File: config.mk
export PLATFORM = sky130hd
export DESIGN_NAME = oled_frame_scan
export DESIGN_NICKNAME = d
export VERILOG_FILES = /design/src/rtl/oled_pkg.sv /design/src/rtl/oled_spi_byte_tx.sv /design/src/rtl/oled_frame_scan.sv
export SDC_FILE = /design/constraint.sdc
export NUM_CORES = 1
export LEC_CHECK = 0
export CAP_MARGIN = 0
export CORE_MARGIN = 2
export CORE_UTILIZATION = 43
export DETAILED_ROUTE_END_ITERATION = 10
export MAX_ROUTING_LAYER = met4
export PLACE_DENSITY_LB_ADDON = 0.25
export SLEW_MARGIN = 20
export SYNTH_ARGS = -nofsm -noshare
export SYNTH_HDL_FRONTEND = slang
export SYNTH_HIERARCHICAL = 1
export SYNTH_SLANG_ARGS = --single-unit
File: constraint.sdc
create_clock -name clk -period 2.9 [get_ports clk]
set_input_delay 0.58 -clock clk [delete_from_list [all_inputs] [get_ports clk]]
set_output_delay 0.58 -clock clk [all_outputs]
set_load 0.05 [all_outputs]
File: src/rtl/oled_pkg.sv
// Shared types and constants for the SSD1306 frame scanner: FSM encoding, init command
// table, page/column addressing commands and the display window geometry.
package oled_pkg;

    typedef enum logic [2:0] {
        StResHold = 3'd0,
        StInit    = 3'd1,
        StIdle    = 3'd2,
        StPageCmd = 3'd3,
        StFetch   = 3'd4,
        StSend    = 3'd5,
        StDone    = 3'd6
    } oled_state_e;

    localparam int unsigned WinWidth = 128;
    localparam int unsigned NumPages = 8;
    localparam int unsigned InitLen  = 6;
    localparam int unsigned PageLen  = 3;

    localparam logic [7:0] PageCmdBase = 8'hB0;
    localparam logic [7:0] ColLoCmd    = 8'h00;
    localparam logic [7:0] ColHiCmd    = 8'h10;

    // Display off, page addressing mode, charge pump on, display on.
    function automatic logic [7:0] init_cmd(input logic [2:0] idx);
        logic [7:0] cmd;
        case (idx)
            3'd0:    cmd = 8'hAE;
            3'd1:    cmd = 8'h20;
            3'd2:    cmd = 8'h02;
            3'd3:    cmd = 8'h8D;
            3'd4:    cmd = 8'h14;
            default: cmd = 8'hAF;
        endcase
        return cmd;
    endfunction

    function automatic logic [7:0] page_cmd(input logic [1:0] idx, input logic [2:0] row);
        logic [7:0] cmd;
        case (idx)
            2'd0:    cmd = PageCmdBase | {5'b0, row};
            2'd1:    cmd = ColLoCmd;
            default: cmd = ColHiCmd;
        endcase
        return cmd;
    endfunction

endpackage

File: src/rtl/oled_spi_byte_tx.sv
// SPI mode-0 byte serializer for the SSD1306: cs framing with one half-period of lead and
// trail around the eight sclk pulses, MSB first, dc held for the whole byte.
module oled_spi_byte_tx #(
    parameter int unsigned CLK_DIV = 4
) (
    input  logic       clk_i,
    input  logic       rst_i,
    input  logic       start_i,
    input  logic       dc_i,
    input  logic [7:0] byte_i,
    output logic       sclk_o,
    output logic       mosi_o,
    output logic       dc_o,
    output logic       cs_o,
    output logic       done_o
);

    localparam int unsigned   DivW     = (CLK_DIV > 1) ? $clog2(CLK_DIV) : 1;
    localparam logic [DivW-1:0] DivLast = DivW'(CLK_DIV - 1);
    localparam logic [4:0]    HalfLast = 5'd16;

    logic            active_q, active_d;
    logic [4:0]      hc_q, hc_d;
    logic [4:0]      hc_n;
    logic [DivW-1:0] div_q, div_d;
    logic [6:0]      shreg_q, shreg_d;
    logic            sclk_q, sclk_d;
    logic            mosi_q, mosi_d;
    logic            dc_q, dc_d;
    logic            cs_q, cs_d;
    logic            done_q, done_d;

    assign hc_n = hc_q + 5'd1;

    // Half-period 0 is the cs lead, 1..15 odd are sclk high, 16 is the final low half.
    always_comb begin
        active_d = active_q;
        hc_d     = hc_q;
        div_d    = div_q;
        shreg_d  = shreg_q;
        sclk_d   = sclk_q;
        mosi_d   = mosi_q;
        dc_d     = dc_q;
        cs_d     = cs_q;
        done_d   = 1'b0;
        if (!active_q) begin
            if (start_i) begin
                active_d = 1'b1;
                hc_d     = 5'd0;
                div_d    = '0;
                cs_d     = 1'b0;
                dc_d     = dc_i;
                sclk_d   = 1'b0;
                mosi_d   = byte_i[7];
                shreg_d  = byte_i[6:0];
            end
        end else if (div_q == DivLast) begin
            div_d = '0;
            if (hc_q == HalfLast) begin
                active_d = 1'b0;
                cs_d     = 1'b1;
                done_d   = 1'b1;
            end else begin
                hc_d   = hc_n;
                sclk_d = hc_n[0];
                if (!hc_n[0] && hc_n != HalfLast) begin
                    mosi_d  = shreg_q[6];
                    shreg_d = {shreg_q[5:0], 1'b0};
                end
            end
        end else begin
            div_d = div_q + DivW'(1);
        end
    end

    always_ff @(posedge clk_i or posedge rst_i) begin
        if (rst_i) begin
            active_q <= 1'b0;
            hc_q     <= 5'd0;
            div_q    <= '0;
            shreg_q  <= 7'd0;
            sclk_q   <= 1'b0;
            mosi_q   <= 1'b0;
            dc_q     <= 1'b0;
            cs_q     <= 1'b1;
            done_q   <= 1'b0;
        end else begin
            active_q <= active_d;
            hc_q     <= hc_d;
            div_q    <= div_d;
            shreg_q  <= shreg_d;
            sclk_q   <= sclk_d;
            mosi_q   <= mosi_d;
            dc_q     <= dc_d;
            cs_q     <= cs_d;
            done_q   <= done_d;
        end
    end

    assign sclk_o = sclk_q;
    assign mosi_o = mosi_q;
    assign dc_o   = dc_q;
    assign cs_o   = cs_q;
    assign done_o = done_q;

endmodule

File: src/rtl/oled_frame_scan.sv
// SSD1306 frame scanner: walks a 128x8-page window of the display mux and streams it over SPI.
// Define OLED_INIT_SEQ_EN to include the power-up reset hold and controller init sequence.
module oled_frame_scan
    import oled_pkg::*;
#(
    parameter int unsigned CLK_DIV = 4,
    parameter int unsigned RES_CYC = 1000
) (
    input  logic        clk,
    input  logic        rst,
    input  logic        en,
    input  logic [10:0] win_base,
    output logic [10:0] col_all,
    output logic [2:0]  row_all,
    input  logic [7:0]  data,
    output logic        oled_sclk,
    output logic        oled_mosi,
    output logic        oled_dc,
    output logic        oled_cs,
    output logic        oled_res,
    output logic        busy,
    output logic        frame_done
);

    localparam logic [6:0] ColLast  = 7'(WinWidth - 1);
    localparam logic [2:0] RowLast  = 3'(NumPages - 1);
    localparam logic [2:0] PageLast = 3'(PageLen - 1);

`ifdef OLED_INIT_SEQ_EN
    localparam oled_state_e RstState = StResHold;
    localparam int unsigned RcW      = (RES_CYC > 1) ? $clog2(RES_CYC) : 1;
    localparam logic [RcW-1:0] RcLast = RcW'(RES_CYC - 1);
    localparam logic [2:0] InitLast  = 3'(InitLen - 1);

    logic           res_q, res_d;
    logic [RcW-1:0] rcnt_q, rcnt_d;
`else
    localparam oled_state_e RstState = StIdle;

    // Keeps RES_CYC referenced in builds without the power-up sequence.
    if (RES_CYC == 0) begin : g_res_cyc_unused
    end
`endif

    oled_state_e state_q, state_d;
    logic [2:0]  idx_q, idx_d;
    logic        wait_q, wait_d;
    logic [6:0]  col_q, col_d;
    logic [2:0]  row_q, row_d;
    logic [10:0] base_q, base_d;
    logic [7:0]  byte_q, byte_d;

    logic        tx_start;
    logic        tx_dc;
    logic [7:0]  tx_byte;
    logic        tx_done;

    always_comb begin
        state_d  = state_q;
        idx_d    = idx_q;
        wait_d   = wait_q;
        col_d    = col_q;
        row_d    = row_q;
        base_d   = base_q;
        byte_d   = byte_q;
        tx_start = 1'b0;
        tx_dc    = 1'b0;
        tx_byte  = 8'h00;
`ifdef OLED_INIT_SEQ_EN
        res_d    = res_q;
        rcnt_d   = rcnt_q;
`endif
        case (state_q)
`ifdef OLED_INIT_SEQ_EN
            StResHold: begin
                if (rcnt_q == RcLast) begin
                    res_d   = 1'b1;
                    rcnt_d  = '0;
                    state_d = StInit;
                end else begin
                    rcnt_d = rcnt_q + RcW'(1);
                end
            end
            StInit: begin
                tx_byte = init_cmd(idx_q);
                if (!wait_q) begin
                    tx_start = 1'b1;
                    wait_d   = 1'b1;
                end else if (tx_done) begin
                    wait_d = 1'b0;
                    if (idx_q == InitLast) begin
                        idx_d   = 3'd0;
                        state_d = StIdle;
                    end else begin
                        idx_d = idx_q + 3'd1;
                    end
                end
            end
`endif
            StIdle: begin
                if (en) begin
                    base_d  = win_base;
                    col_d   = 7'd0;
                    row_d   = 3'd0;
                    idx_d   = 3'd0;
                    state_d = StPageCmd;
                end
            end
            StPageCmd: begin
                tx_byte = page_cmd(idx_q[1:0], row_q);
                if (!wait_q) begin
                    tx_start = 1'b1;
                    wait_d   = 1'b1;
                end else if (tx_done) begin
                    wait_d = 1'b0;
                    if (idx_q == PageLast) begin
                        idx_d   = 3'd0;
                        state_d = StFetch;
                    end else begin
                        idx_d = idx_q + 3'd1;
                    end
                end
            end
            // Address is already stable; the second clock covers the ROM register stage.
            StFetch: begin
                if (idx_q == 3'd1) begin
                    byte_d  = data;
                    idx_d   = 3'd0;
                    state_d = StSend;
                end else begin
                    idx_d = 3'd1;
                end
            end
            StSend: begin
                tx_byte = byte_q;
                tx_dc   = 1'b1;
                if (!wait_q) begin
                    tx_start = 1'b1;
                    wait_d   = 1'b1;
                end else if (tx_done) begin
                    wait_d = 1'b0;
                    if (col_q == ColLast) begin
                        col_d = 7'd0;
                        if (row_q == RowLast) begin
                            state_d = StDone;
                        end else begin
                            row_d   = row_q + 3'd1;
                            state_d = StPageCmd;
                        end
                    end else begin
                        col_d   = col_q + 7'd1;
                        state_d = StFetch;
                    end
                end
            end
            StDone: begin
                state_d = StIdle;
            end
            default: begin
                state_d = StIdle;
            end
        endcase
    end

    always_ff @(posedge clk or posedge rst) begin
        if (rst) begin
            state_q <= RstState;
            idx_q   <= 3'd0;
            wait_q  <= 1'b0;
            col_q   <= 7'd0;
            row_q   <= 3'd0;
            base_q  <= 11'd0;
            byte_q  <= 8'd0;
        end else begin
            state_q <= state_d;
            idx_q   <= idx_d;
            wait_q  <= wait_d;
            col_q   <= col_d;
            row_q   <= row_d;
            base_q  <= base_d;
            byte_q  <= byte_d;
        end
    end

`ifdef OLED_INIT_SEQ_EN
    always_ff @(posedge clk or posedge rst) begin
        if (rst) begin
            res_q  <= 1'b0;
            rcnt_q <= '0;
        end else begin
            res_q  <= res_d;
            rcnt_q <= rcnt_d;
        end
    end

    assign oled_res = res_q;
`else
    assign oled_res = 1'b1;
`endif

    oled_spi_byte_tx #(
        .CLK_DIV (CLK_DIV)
    ) u_spi_byte_tx (
        .clk_i   (clk),
        .rst_i   (rst),
        .start_i (tx_start),
        .dc_i    (tx_dc),
        .byte_i  (tx_byte),
        .sclk_o  (oled_sclk),
        .mosi_o  (oled_mosi),
        .dc_o    (oled_dc),
        .cs_o    (oled_cs),
        .done_o  (tx_done)
    );

    // Address wraps modulo 2048 through the natural 11-bit add.
    assign col_all    = base_q + {4'b0, col_q};
    assign row_all    = row_q;
    assign busy       = (state_q != StIdle);
    assign frame_done = (state_q == StDone);

endmodule
==> run_summary.xml, run 1 <==
<?xml version="1.0" encoding="UTF-8"?>
<metrics>
  <group name="drt">
    <metric name="met2_wirelength" unit="microns">3130</metric>
    <metric name="via_count_of_the_routed_design" unit="">2355</metric>
    <metric name="detailedRoute.firstPassIterationCount" unit="">4</metric>
    <metric name="viasPerCell" unit="">5.35</metric>
    <metric name="ant_nets" unit="">0</metric>
    <metric name="metal3_wl" unit="microns">256</metric>
    <metric name="drt_iter0_markers" unit="">156</metric>
    <metric name="dr.max_layer_used" unit="">met4</metric>
    <metric name="detail_route.wirelength" unit="microns">6490</metric>
    <metric name="route.detailed.wl_per_inst" unit="microns">14.8</metric>
    <metric name="detailed_routing_wirelength_on_met1" unit="microns">3030</metric>
    <metric name="drc_errors" unit="">0</metric>
  </group>
  <group name="setup_path">
    <metric name="worst-endpoint-required" unit="ps">2320</metric>
    <metric name="path_max_fanout" unit="">3</metric>
    <metric name="critical_path.endpoint_type" unit="">output pin</metric>
    <metric name="crit-reg2reg-launch" unit="">state_q[1]$_DFFE_PP1P_</metric>
    <metric name="r2r_slack" unit="ps">450</metric>
    <metric name="worst-setup-path-type" unit="">flop to output pin</metric>
    <metric name="worst-r2r-cell-count" unit="">6</metric>
    <metric name="timing.critical_path.arrival" unit="ps">2220</metric>
    <metric name="critical_path_source_type" unit="">flop</metric>
    <metric name="worst_r2r_endpoint" unit="">u_spi_byte_tx/shreg_q[5]$_DFFE_PP0P_</metric>
  </group>
  <group name="floorplan">
    <metric name="core_area" unit="sq mm">0.00721</metric>
    <metric name="die_width" unit="microns">90.3</metric>
    <metric name="io-pin-count" unit="">43</metric>
    <metric name="die_footprint" unit="sq mm">0.00815</metric>
    <metric name="initial_utilization" unit="%">44.4</metric>
    <metric name="row_count" unit="">31</metric>
    <metric name="die_y" unit="microns">90.3</metric>
  </group>
  <group name="timing">
    <metric name="timing.max_slew.rel_slack" unit="%">51.4</metric>
    <metric name="hold_violations" unit="">0</metric>
    <metric name="finalMaxSlewViolations" unit="">0</metric>
    <metric name="worstMarginPinSlew" unit="ps">728</metric>
    <metric name="clock_skew" unit="ps">8.62</metric>
    <metric name="setup_viol_count_final" unit="">0</metric>
    <metric name="finalHoldWorstSlack" unit="ps">506</metric>
    <metric name="worst_slack" unit="ps">102</metric>
    <metric name="max_freq" unit="MHz">357</metric>
    <metric name="min_period" unit="ps">2800</metric>
    <metric name="fin_crit_sh" unit="%">96.5</metric>
  </group>
  <group name="yosys">
    <metric name="netlist_instances" unit="">293</metric>
    <metric name="synth_edf_count" unit="">0</metric>
    <metric name="synth_sequential_area_ratio" unit="%">43.1</metric>
    <metric name="postSynthNetCount" unit="">329</metric>
    <metric name="postSynth.asyncResetShare" unit="%">100</metric>
    <metric name="top_cell_type_by_total_area_after_synthesis" unit="">sky130_fd_sc_hd__dfrtp_1</metric>
    <metric name="synth_top_cell_area_share" unit="%">41.4</metric>
    <metric name="synth_cell_type_count" unit="">59</metric>
    <metric name="syn-cell-area" unit="sq mm">0.00320</metric>
    <metric name="syn-mean-instance-area" unit="sq um">10.9</metric>
    <metric name="dominantRegCellSynth" unit="">sky130_fd_sc_hd__dfrtp_1</metric>
    <metric name="post_synth_main_area_contributors" unit="">sky130_fd_sc_hd__dfrtp_1, sky130_fd_sc_hd__mux2_2, sky130_fd_sc_hd__ha_1, sky130_fd_sc_hd__nor2_1, sky130_fd_sc_hd__a22o_1</metric>
    <metric name="ys.warnings.count" unit="">6</metric>
    <metric name="synth.ff_latch_count" unit="">55</metric>
  </group>
  <group name="finish">
    <metric name="drive_gt1_share" unit="%">26.4</metric>
    <metric name="final_util" unit="%">54.6</metric>
    <metric name="mostFrequentLayoutCell" unit="">sky130_fd_sc_hd__dfrtp_1</metric>
    <metric name="nNetsFinal" unit="">376</metric>
    <metric name="num_antenna_cells" unit="">0</metric>
    <metric name="final_cell_mix" unit="">sky130_fd_sc_hd__dfrtp_1, sky130_fd_sc_hd__mux2_2, sky130_fd_sc_hd__clkdlybuf4s50_1</metric>
    <metric name="area_delta_synth_final" unit="%">23.1</metric>
    <metric name="fin_area" unit="sq mm">0.00394</metric>
  </group>
  <group name="global_route">
    <metric name="largest_net_degree_at_the_start_of_global_routing" unit="">37</metric>
    <metric name="gr-usage-all-layers" unit="%">17.0</metric>
    <metric name="residual_overflow_from_global_routing" unit="">0</metric>
    <metric name="global_route_wire_length_before_repair" unit="microns">11100</metric>
    <metric name="antenna_violations_before_repair" unit="">0</metric>
    <metric name="grt_pass1_vias" unit="">2317</metric>
  </group>
  <group name="status">
    <metric name="status" unit="">finished clean</metric>
  </group>
  <group name="pwr">
    <metric name="power_per_cell_area" unit="mW/mm^2">697</metric>
    <metric name="ir_worst_vdd" unit="uV">389</metric>
    <metric name="cellLeakagePower" unit="nW">1.71</metric>
  </group>
  <group name="clock_tree">
    <metric name="clkSinkCount" unit="">55</metric>
    <metric name="htree_levels" unit="">2</metric>
    <metric name="cts.path.max_buffers" unit="">2</metric>
    <metric name="clkTransAtPathRegs" unit="ps">90</metric>
    <metric name="cts_tree" unit="">yes</metric>
    <metric name="cts_made_buffers" unit="">5</metric>
    <metric name="worst_skew_pair.late_latency" unit="ps">310</metric>
    <metric name="cts_hold_buf" unit="">0</metric>
    <metric name="clk_root_buffer_cell" unit="">sky130_fd_sc_hd__clkbuf_8</metric>
  </group>
  <group name="placed_design">
    <metric name="gp_congestion" unit="">0.809</metric>
    <metric name="dpl_cell_area" unit="sq mm">0.00376</metric>
    <metric name="buffer_ports.inserted" unit="">41</metric>
    <metric name="post-place-ws" unit="ps">277</metric>
    <metric name="place_hpwl" unit="microns">4720</metric>
  </group>
  <group name="worst_hold_path">
    <metric name="timing.hold.worst.class" unit="">flop to flop</metric>
    <metric name="worst_hold_path.num_cells" unit="">1</metric>
    <metric name="timing.hold.worst_endpoint" unit="">byte_q[6]$_DFFE_PP0P_</metric>
    <metric name="worstHoldStart" unit="">byte_q[6]$_DFFE_PP0P_</metric>
  </group>
  <group name="run">
    <metric name="maxCapViolCount" unit="">0</metric>
  </group>
</metrics>
per-stage QoR:
| step | TNS [ps] | instances | total power (W) |
|---|---|---|---|
| floorplan | 0 | 293 | 0.00192 |
| global placement | 0 | 429 | 0.00223 |
| detailed placement | 0 | 429 | 0.00227 |
| CTS | 0 | 438 | 0.00274 |
| global route | -17.3 | 440 | 0.00291 |
| finish | 0 | 440 | 0.00275 |
worst max path at each step:
stage | start | end | slack (ps)
after floorplan | col_q[0]$_DFFE_PP0P_ | col_all[8] | 50
after global placement | col_q[0]$_DFFE_PP0P_ | col_all[8] | 340
after detailed placement | col_q[0]$_DFFE_PP0P_ | col_all[8] | 280
after CTS | col_q[0]$_DFFE_PP0P_ | col_all[8] | 10
after global routing | col_q[0]$_DFFE_PP0P_ | col_all[10] | -20
final | col_q[0]$_DFFE_PP0P_ | col_all[10] | 100
timing repair:
action	4_1_cts	5_1_grt
pin swaps	1	4
gates cloned	0	0
gates resized for setup	2	7
endpoints found under the setup margin	3	5
buffers inserted	1	2
power breakdown:
group          switching (W)  total, W  internal [W]
logic               0.000621   0.00119      0.000570
registers           0.000183   0.00109      0.000910
clock network       0.000245  0.000463      0.000219
flip-flops by register name, indices dropped and copies added (netlist names):
| register | flops |
|---|---|
| base_q | 11 |
| byte_q | 8 |
| col_q | 7 |
| idx_q | 3 |
| row_all | 3 |
| state_q | 3 |
| u_spi_byte_tx/active_q | 1 |
| u_spi_byte_tx/cs_o | 1 |
| u_spi_byte_tx/dc_o | 1 |
| u_spi_byte_tx/div_q | 2 |
| u_spi_byte_tx/done_o | 1 |
| u_spi_byte_tx/hc_q | 4 |
| u_spi_byte_tx/mosi_o | 1 |
| u_spi_byte_tx/sclk_o | 1 |
| u_spi_byte_tx/shreg_q | 7 |
| wait_q | 1 |
metal layers:
| metal | vias up | GRT usage [%] |
|---|---|---|
| met5 | - | - |
| met1 | 1148 | 22.6 |
| li1 | 1151 | - |
| met4 | 0 | 5.00 |
| met2 | 46 | 26.8 |
| met3 | 10 | 3.34 |
cell usage after synthesis (2+ instances only):
cell type                   number
sky130_fd_sc_hd__or2_2           3
sky130_fd_sc_hd__or3_1           4
sky130_fd_sc_hd__a22o_1          9
sky130_fd_sc_hd__ha_1           13
sky130_fd_sc_hd__o21ai_0        10
sky130_fd_sc_hd__mux2_2         38
sky130_fd_sc_hd__o211ai_1        2
sky130_fd_sc_hd__o2111ai_1       2
sky130_fd_sc_hd__nor3b_1         3
sky130_fd_sc_hd__nand3b_1        2
sky130_fd_sc_hd__o21a_1          2
sky130_fd_sc_hd__and2_1          5
sky130_fd_sc_hd__nor2b_1         7
sky130_fd_sc_hd__a21oi_1        10
sky130_fd_sc_hd__nand2b_1        4
sky130_fd_sc_hd__buf_6           2
sky130_fd_sc_hd__a21o_1          7
sky130_fd_sc_hd__nand4b_1        2
sky130_fd_sc_hd__a211o_1         2
sky130_fd_sc_hd__nor3_1          3
sky130_fd_sc_hd__nand4_1         4
sky130_fd_sc_hd__inv_1          12
sky130_fd_sc_hd__xnor2_1         5
sky130_fd_sc_hd__nand2_1        18
sky130_fd_sc_hd__nor2_1         22
sky130_fd_sc_hd__dfstp_2         2
sky130_fd_sc_hd__xor2_1          6
sky130_fd_sc_hd__buf_2           5
sky130_fd_sc_hd__dfrtp_1        53
sky130_fd_sc_hd__nand3_1         7
cell type report:
| cell class | instances | area (sq um) |
|---|---|---|
| Tap cell | 99 | 124 |
| Clock buffer | 8 | 100 |
| Timing Repair Buffer | 48 | 526 |
| Sequential cell | 55 | 1380 |
| Fill cell | 658 | 3270 |
| Inverter | 13 | 48.8 |
| Multi-Input combinational cell | 217 | 1760 |
critical path, stage by stage, from the launching register on:
cell                        delay [ps]
sky130_fd_sc_hd__dfrtp_1           380
sky130_fd_sc_hd__ha_1              170
sky130_fd_sc_hd__inv_1              60
sky130_fd_sc_hd__fa_2              370
sky130_fd_sc_hd__nor2b_4           140
sky130_fd_sc_hd__o31a_1            200
sky130_fd_sc_hd__o21ai_0           110
sky130_fd_sc_hd__o211ai_1          180
sky130_fd_sc_hd__bufbuf_16         300
logic make-up (layout without fill, tap and decap cells):
family,count (synthesis),count (layout),synth area share (%)
simple gates,92,92,15.9
fa+ha+maj,14,14,5.71
flops,55,55,43.1
mux,39,39,13.7
compound gates,60,60,15.3
other cells,1,1,0.117
buf+inv,21,69,3.24
xor+xnor,11,11,3.01
Note: power is estimated with default switching activity, not from simulation.
==> run 2, diff against run 1 <==
- clock period: 2.9 -> 2.3 ns (I/O delays scaled with it)
==> run 2 against run 1 <==
The flow now finishes with violations (setup timing). Utilization rose by 4.6 points. Design area rose by 8.4%. Largest cell class unchanged. Via count rose by 2.8%. Critical endpoint is now col_all[8]. Sequential share of layout area fell by 2.7 points.
==> run_summary.xml, run 2 (synthesized netlist as in run 1, its figures left out) <==
<?xml version="1.0" encoding="UTF-8"?>
<metrics>
  <group name="timing">
    <metric name="fin_crit_sh" unit="%">114</metric>
    <metric name="hold_violations" unit="">0</metric>
    <metric name="rsz_0062_raised_after_global_routing" unit="">yes</metric>
    <metric name="worst_slack" unit="ps">-332</metric>
    <metric name="finalMaxSlewViolations" unit="">0</metric>
    <metric name="setup_viol_count_final" unit="">7</metric>
    <metric name="worstMarginPinSlew" unit="ps">732</metric>
    <metric name="min_period" unit="ps">2630</metric>
    <metric name="max_freq" unit="MHz">380</metric>
    <metric name="timing.max_slew.rel_slack" unit="%">51.2</metric>
    <metric name="finalHoldWorstSlack" unit="ps">504</metric>
    <metric name="clock_skew" unit="ps">8.35</metric>
  </group>
  <group name="clock_tree">
    <metric name="htree_levels" unit="">2</metric>
    <metric name="cts.path.max_buffers" unit="">2</metric>
    <metric name="clkTransAtPathRegs" unit="ps">100</metric>
    <metric name="clkSinkCount" unit="">55</metric>
    <metric name="worst_skew_pair.late_latency" unit="ps">310</metric>
    <metric name="cts_made_buffers" unit="">5</metric>
    <metric name="cts_hold_buf" unit="">0</metric>
    <metric name="clk_root_buffer_cell" unit="">sky130_fd_sc_hd__clkbuf_8</metric>
    <metric name="cts_tree" unit="">yes</metric>
  </group>
  <group name="status">
    <metric name="status" unit="">finished with violations</metric>
    <metric name="violations" unit="">setup timing</metric>
  </group>
  <group name="pwr">
    <metric name="internal_power" unit="W">0.00237</metric>
    <metric name="power.share.combinational" unit="%">46.2</metric>
    <metric name="cellLeakagePower" unit="nW">1.85</metric>
    <metric name="ir_worst_vdd" unit="uV">547</metric>
    <metric name="power_switching_share" unit="%">37.4</metric>
    <metric name="clock_share_of_power" unit="%">18.0</metric>
    <metric name="power_per_cell_area" unit="mW/mm^2">885</metric>
    <metric name="netSwitchingPower" unit="W">0.00141</metric>
    <metric name="p_seq_share" unit="%">35.7</metric>
  </group>
  <group name="setup_path">
    <metric name="worst-endpoint-required" unit="ps">1840</metric>
    <metric name="worst-setup-path-type" unit="">flop to output pin</metric>
    <metric name="path_max_fanout" unit="">3</metric>
    <metric name="critical_path_source_type" unit="">flop</metric>
    <metric name="timing.critical_path.arrival" unit="ps">2170</metric>
    <metric name="r2r_slack" unit="ps">190</metric>
    <metric name="critical_path.endpoint_type" unit="">output pin</metric>
  </group>
  <group name="drt">
    <metric name="route.detailed.wl_per_inst" unit="microns">15.4</metric>
    <metric name="ant_nets" unit="">0</metric>
    <metric name="viasPerCell" unit="">5.29</metric>
    <metric name="detail_route.wirelength" unit="microns">7050</metric>
    <metric name="via_count_of_the_routed_design" unit="">2421</metric>
    <metric name="detailedRoute.firstPassIterationCount" unit="">4</metric>
    <metric name="drt_iter0_markers" unit="">77</metric>
    <metric name="drc_errors" unit="">0</metric>
  </group>
  <group name="global_route">
    <metric name="largest_net_degree_at_the_start_of_global_routing" unit="">37</metric>
    <metric name="residual_overflow_from_global_routing" unit="">0</metric>
    <metric name="antenna_violations_before_repair" unit="">0</metric>
    <metric name="gr-usage-all-layers" unit="%">18.7</metric>
    <metric name="grt_pass1_vias" unit="">2497</metric>
    <metric name="global_route_wire_length_before_repair" unit="microns">12100</metric>
  </group>
  <group name="placed_design">
    <metric name="place_inst" unit="">444</metric>
    <metric name="gp_congestion" unit="">0.818</metric>
    <metric name="buffer_ports.inserted" unit="">41</metric>
    <metric name="place_hpwl" unit="microns">5030</metric>
  </group>
  <group name="floorplan">
    <metric name="die_width" unit="microns">90.3</metric>
    <metric name="initial_utilization" unit="%">44.4</metric>
    <metric name="die_footprint" unit="sq mm">0.00815</metric>
    <metric name="row_count" unit="">31</metric>
    <metric name="core_area" unit="sq mm">0.00721</metric>
    <metric name="die_y" unit="microns">90.3</metric>
    <metric name="io-pin-count" unit="">43</metric>
  </group>
  <group name="worst_hold_path">
    <metric name="timing.hold.worst.class" unit="">flop to flop</metric>
  </group>
  <group name="finish">
    <metric name="mostFrequentLayoutCell" unit="">sky130_fd_sc_hd__dfrtp_1</metric>
    <metric name="nNetsFinal" unit="">394</metric>
    <metric name="num_antenna_cells" unit="">0</metric>
    <metric name="drive_gt1_share" unit="%">35.9</metric>
    <metric name="largest_register_ffs" unit="">11</metric>
    <metric name="area_delta_synth_final" unit="%">33.4</metric>
    <metric name="seq_area" unit="sq mm">0.00138</metric>
    <metric name="multiInputGateArea" unit="sq mm">0.00190</metric>
    <metric name="final_cell_mix" unit="">sky130_fd_sc_hd__dfrtp_1, sky130_fd_sc_hd__mux2_2, sky130_fd_sc_hd__clkdlybuf4s50_1</metric>
    <metric name="fill_cells" unit="">618</metric>
    <metric name="biggestRegsByFlops" unit="">base_q (11), byte_q (8)</metric>
    <metric name="registers.top_by_ff_count" unit="">base_q</metric>
    <metric name="finalNonFillerCells" unit="">458</metric>
  </group>
  <group name="run">
    <metric name="maxCapViolCount" unit="">0</metric>
  </group>
</metrics>
## run 2: layer usage
metal  global-route usage [%]  up-vias  wire, microns
li1                         -     1182              -
met1                     24.7     1198           3210
met2                     30.9       34           3590
met3                     2.42        7            158
met4                     4.36        0             89
met5                        -        -              0
## run 2: what timing repair did
item,in CTS,in global routing
setup buffers,6,0
endpoints found under the setup margin,7,8
cloned,0,0
resized for setup,16,4
pin swaps,15,4
endpoints found under the hold margin,0,0
## run 2: critical path, cell delays in order, from the launching register on
cell and delay [ps]:
sky130_fd_sc_hd__dfrtp_1 370, sky130_fd_sc_hd__ha_2 200, sky130_fd_sc_hd__inv_2 40, sky130_fd_sc_hd__fa_2 370, sky130_fd_sc_hd__nor2b_4 140, sky130_fd_sc_hd__o31a_1 210
sky130_fd_sc_hd__o211ai_1 150, sky130_fd_sc_hd__xnor2_2 220, sky130_fd_sc_hd__buf_12 160
## run 2: cell type report
class	instances	share of cell area, %
Inverter	13	1.14
Clock buffer	6	1.93
Timing Repair Buffer	66	16.3
Tap cell	99	2.90
Multi-Input combinational cell	217	44.6
Sequential cell	55	32.3
Clock inverter	2	0.908
## run 2: power groups by stage
| stage | combinational [W] | clock [W] | sequential [W] |
|---|---|---|---|
| 2_1_floorplan | 0.00107 | 0 | 0.00138 |
| 3_3_place_gp | 0.00163 | 0 | 0.00135 |
| 3_5_place_dp | 0.00166 | 0 | 0.00135 |
| 4_1_cts | 0.00173 | 0.000702 | 0.00135 |
| 5_1_grt | 0.00186 | 0.000746 | 0.00138 |
| 6_report | 0.00175 | 0.000682 | 0.00135 |
## run 2: final timing paths
path / start / end / depth (start not counted)
setup / recovery: base_q[0]$_DFFE_PP0P_ / col_all[8] / 8
hold / removal: byte_q[6]$_DFFE_PP0P_ / byte_q[6]$_DFFE_PP0P_ / 1
setup reg to reg: state_q[2]$_DFFE_PP0P_ / u_spi_byte_tx/shreg_q[6]$_DFFE_PP0P_ / 6
hold reg to reg: byte_q[6]$_DFFE_PP0P_ / byte_q[6]$_DFFE_PP0P_ / 1
max in group asynchronous: rst / u_spi_byte_tx/shreg_q[1]$_DFFE_PP0P_ / 2
min in group asynchronous: rst / byte_q[6]$_DFFE_PP0P_ / 3
## run 2: through the flow
stage	instance area [sq um]	setup slack [ps]	TNS, ps	util (%)	power (W)
2_1_floorplan	3260	-265	-618	-	0.00245
3_3_place_gp	3980	11.2	0	55.1	0.00297
3_5_place_dp	3980	-62.9	-106	55.1	0.00301
4_1_cts	4240	-327	-1590	58.8	0.00378
5_1_grt	4270	-436	-2280	59.2	0.00399
6_report	4270	-332	-1670	59.2	0.00378
==> run 3, diff against run 2 <==
- clock period: 2.3 -> 2.2 ns (I/O delays scaled with it)
==> run 3 against run 2 <==
The run still ends with setup timing left. Hold slack worse by 200 ps. Non-clock buffer count is 8 higher. Final cell count is 1.7% higher. Count of clock-buffer cells in the layout decreased by 1. Setup slack got worse by 52 ps. Register-to-register slack worse by 50 ps. Global-route usage down 0.54 points. Clock power increased by 2%. Critical path type unchanged. Largest cell class unchanged. Largest power group unchanged.
==> run_summary.xml, run 3 (synthesized netlist as in run 1, its figures left out) <==
<?xml version="1.0" encoding="UTF-8"?>
<metrics>
  <group name="clock_tree">
    <metric name="clkSinkCount" unit="">55</metric>
    <metric name="cts_made_buffers" unit="">5</metric>
    <metric name="worst_skew_pair.late_latency" unit="ps">320</metric>
    <metric name="clk_root_buffer_cell" unit="">sky130_fd_sc_hd__clkbuf_8</metric>
    <metric name="htree_levels" unit="">2</metric>
    <metric name="cts_hold_buf" unit="">0</metric>
    <metric name="clkTransAtPathRegs" unit="ps">110</metric>
    <metric name="cts.path.max_buffers" unit="">2</metric>
    <metric name="cts_tree" unit="">yes</metric>
  </group>
  <group name="drt">
    <metric name="via_count_of_the_routed_design" unit="">2454</metric>
    <metric name="route.detailed.wl_per_inst" unit="microns">14.6</metric>
    <metric name="detail_route.wirelength" unit="microns">6800</metric>
    <metric name="viasPerCell" unit="">5.27</metric>
    <metric name="detailedRoute.firstPassIterationCount" unit="">4</metric>
    <metric name="drc_errors" unit="">0</metric>
    <metric name="ant_nets" unit="">0</metric>
    <metric name="drt_iter0_markers" unit="">132</metric>
  </group>
  <group name="timing">
    <metric name="fin_crit_sh" unit="%">117</metric>
    <metric name="min_period" unit="ps">2580</metric>
    <metric name="setup_tns_final" unit="ps">-2220</metric>
    <metric name="worst_slack" unit="ps">-384</metric>
    <metric name="max_freq" unit="MHz">387</metric>
    <metric name="finalMaxSlewViolations" unit="">0</metric>
    <metric name="clock_skew" unit="ps">11.3</metric>
    <metric name="timing.max_slew.rel_slack" unit="%">64.3</metric>
    <metric name="hold_violations" unit="">0</metric>
    <metric name="rsz_0062_raised_after_global_routing" unit="">yes</metric>
    <metric name="worstMarginPinSlew" unit="ps">534</metric>
    <metric name="setup_viol_count_final" unit="">8</metric>
  </group>
  <group name="placed_design">
    <metric name="post-place-ws" unit="ps">-65.9</metric>
    <metric name="gp_congestion" unit="">0.797</metric>
    <metric name="place_hpwl" unit="microns">5020</metric>
    <metric name="buffer_ports.inserted" unit="">41</metric>
    <metric name="dpl_cell_area" unit="sq mm">0.00408</metric>
  </group>
  <group name="global_route">
    <metric name="grt_use_met3" unit="%">3.51</metric>
    <metric name="gr-usage-all-layers" unit="%">18.1</metric>
    <metric name="grt_busiest_layer" unit="">met2</metric>
    <metric name="grt_pass1_vias" unit="">2421</metric>
    <metric name="global_route_wire_length_before_repair" unit="microns">11800</metric>
    <metric name="largest_net_degree_at_the_start_of_global_routing" unit="">37</metric>
    <metric name="globalRouteMet2Util" unit="%">28.6</metric>
    <metric name="global_route.usage.met1" unit="%">24.3</metric>
    <metric name="residual_overflow_from_global_routing" unit="">0</metric>
    <metric name="antenna_violations_before_repair" unit="">0</metric>
  </group>
  <group name="finish">
    <metric name="final_cell_mix" unit="">sky130_fd_sc_hd__dfrtp_1, sky130_fd_sc_hd__mux2_2, sky130_fd_sc_hd__buf_4</metric>
    <metric name="registers.top_by_ff_count" unit="">base_q</metric>
    <metric name="mostFrequentLayoutCell" unit="">sky130_fd_sc_hd__dfrtp_1</metric>
    <metric name="fin_area" unit="sq mm">0.00434</metric>
    <metric name="biggestRegsByFlops" unit="">base_q (11), byte_q (8)</metric>
    <metric name="fill_cells" unit="">610</metric>
    <metric name="final_util" unit="%">60.1</metric>
    <metric name="nNetsFinal" unit="">402</metric>
    <metric name="area_delta_synth_final" unit="%">35.4</metric>
    <metric name="largest_register_ffs" unit="">11</metric>
    <metric name="num_antenna_cells" unit="">0</metric>
    <metric name="drive_gt1_share" unit="%">37.1</metric>
  </group>
  <group name="setup_path">
    <metric name="critical_path.endpoint_type" unit="">output pin</metric>
    <metric name="worstPathCellList" unit="">ha_2 &gt; inv_2 &gt; fa_2 &gt; nor2b_2 &gt; o31a_1 &gt; o211ai_1 &gt; xnor2_2 &gt; buf_12</metric>
    <metric name="timing.critical_path.max_delay_family" unit="">compound AO/OA/AOI/OAI gates</metric>
    <metric name="worst-endpoint-required" unit="ps">1760</metric>
    <metric name="path_max_fanout" unit="">3</metric>
    <metric name="critical_path.slowest_cell" unit="">sky130_fd_sc_hd__dfrtp_1</metric>
    <metric name="timing.critical_path.depth" unit="">8</metric>
    <metric name="combined_buffer_and_inverter_count_along_the_critical_path" unit="">2</metric>
    <metric name="timing.critical_path.arrival" unit="ps">2140</metric>
    <metric name="worst-setup-path-type" unit="">flop to output pin</metric>
    <metric name="critical_path_source_type" unit="">flop</metric>
    <metric name="worst-r2r-cell-count" unit="">7</metric>
    <metric name="critPathMaxStageDelay" unit="ps">400</metric>
  </group>
  <group name="pwr">
    <metric name="power_per_cell_area" unit="mW/mm^2">911</metric>
    <metric name="cellLeakagePower" unit="nW">1.89</metric>
    <metric name="ir_worst_vdd" unit="uV">575</metric>
  </group>
  <group name="floorplan">
    <metric name="io-pin-count" unit="">43</metric>
    <metric name="die_y" unit="microns">90.3</metric>
    <metric name="die_width" unit="microns">90.3</metric>
    <metric name="die_footprint" unit="sq mm">0.00815</metric>
    <metric name="row_count" unit="">31</metric>
    <metric name="initial_utilization" unit="%">44.4</metric>
    <metric name="core_area" unit="sq mm">0.00721</metric>
  </group>
  <group name="worst_hold_path">
    <metric name="timing.hold.worst.class" unit="">primary input to async pin</metric>
  </group>
  <group name="run">
    <metric name="maxCapViolCount" unit="">0</metric>
  </group>
  <group name="status">
    <metric name="status" unit="">finished with violations</metric>
    <metric name="violations" unit="">setup timing</metric>
  </group>
</metrics>
## run 3: changes by cell type in the layout (fill, tap and decap cells not counted), sizes merged
cell    previous run  this run
clkbuf             6         5
clkinv             0         1
buf               38        46
## run 3: worst register-to-register path, cell delays in order, from the launching register on
cell                       delay (ps)
sky130_fd_sc_hd__dfstp_2          560
sky130_fd_sc_hd__nand3b_1         100
sky130_fd_sc_hd__a21oi_1          260
sky130_fd_sc_hd__nor2b_1          250
sky130_fd_sc_hd__a41oi_2           70
sky130_fd_sc_hd__a41oi_4          230
sky130_fd_sc_hd__buf_12           150
sky130_fd_sc_hd__mux2_2           320
## run 3: metal layers
layer	wire length [microns]	up-vias
li1	-	1197
met1	3110	1204
met2	3370	44
met3	234	9
met4	80	0
met5	0	-
## run 3: layout make-up
type	instances	area, sq um	area share (%)
inverters	13	48.8	1.13
repair buffers	74	779	18.0
well taps	99	124	2.86
multi-input cells	217	1890	43.6
clock inverters	3	47.5	1.10
clock buffers	5	68.8	1.59
flip-flops and latches	55	1380	31.8
## run 3: through the flow
| step | power [W] | hold slack [ps] | std cells |
|---|---|---|---|
| after CTS | 0.00394 | 298 | 465 |
| after global placement | 0.00315 | 481 | 454 |
| after floorplan | 0.00257 | 390 | 293 |
| after detailed placement | 0.00318 | 487 | 454 |
| final | 0.00395 | 302 | 466 |
| after global routing | 0.00417 | 350 | 466 |
## run 3: worst paths after layout
| kind | startpoint | endpoint | slack (ps) |
|---|---|---|---|
| hold / removal | rst | u_spi_byte_tx/mosi_o$_DFFE_PP0P_ | 300 |
| setup / recovery | col_q[0]$_DFFE_PP0P_ | col_all[8] | -380 |
| min in group clk | byte_q[6]$_DFFE_PP0P_ | byte_q[6]$_DFFE_PP0P_ | 510 |
| setup reg to reg | state_q[1]$_DFFE_PP1P_ | u_spi_byte_tx/shreg_q[2]$_DFFE_PP0P_ | 140 |
| max in group asynchronous | rst | state_q[1]$_DFFE_PP1P_ | 1300 |
| hold reg to reg | byte_q[6]$_DFFE_PP0P_ | byte_q[6]$_DFFE_PP0P_ | 510 |
## run 3: power by group
part	total (W)	switching [W]	internal [W]
Sequential	0.00142	0.000216	0.00120
Clock	0.000697	0.000351	0.000346
Combinational	0.00184	0.000916	0.000921
Total	0.00395	0.00148	0.00247
## run 3: timing repair
item / 4_1_cts / 5_1_grt
buffers inserted: 5 / 1
resized for setup: 15 / 0
gates cloned: 0 / 0
hold endpoints to repair: 0 / 0
setup endpoints to repair: 9 / 17
pin swaps: 12 / 5
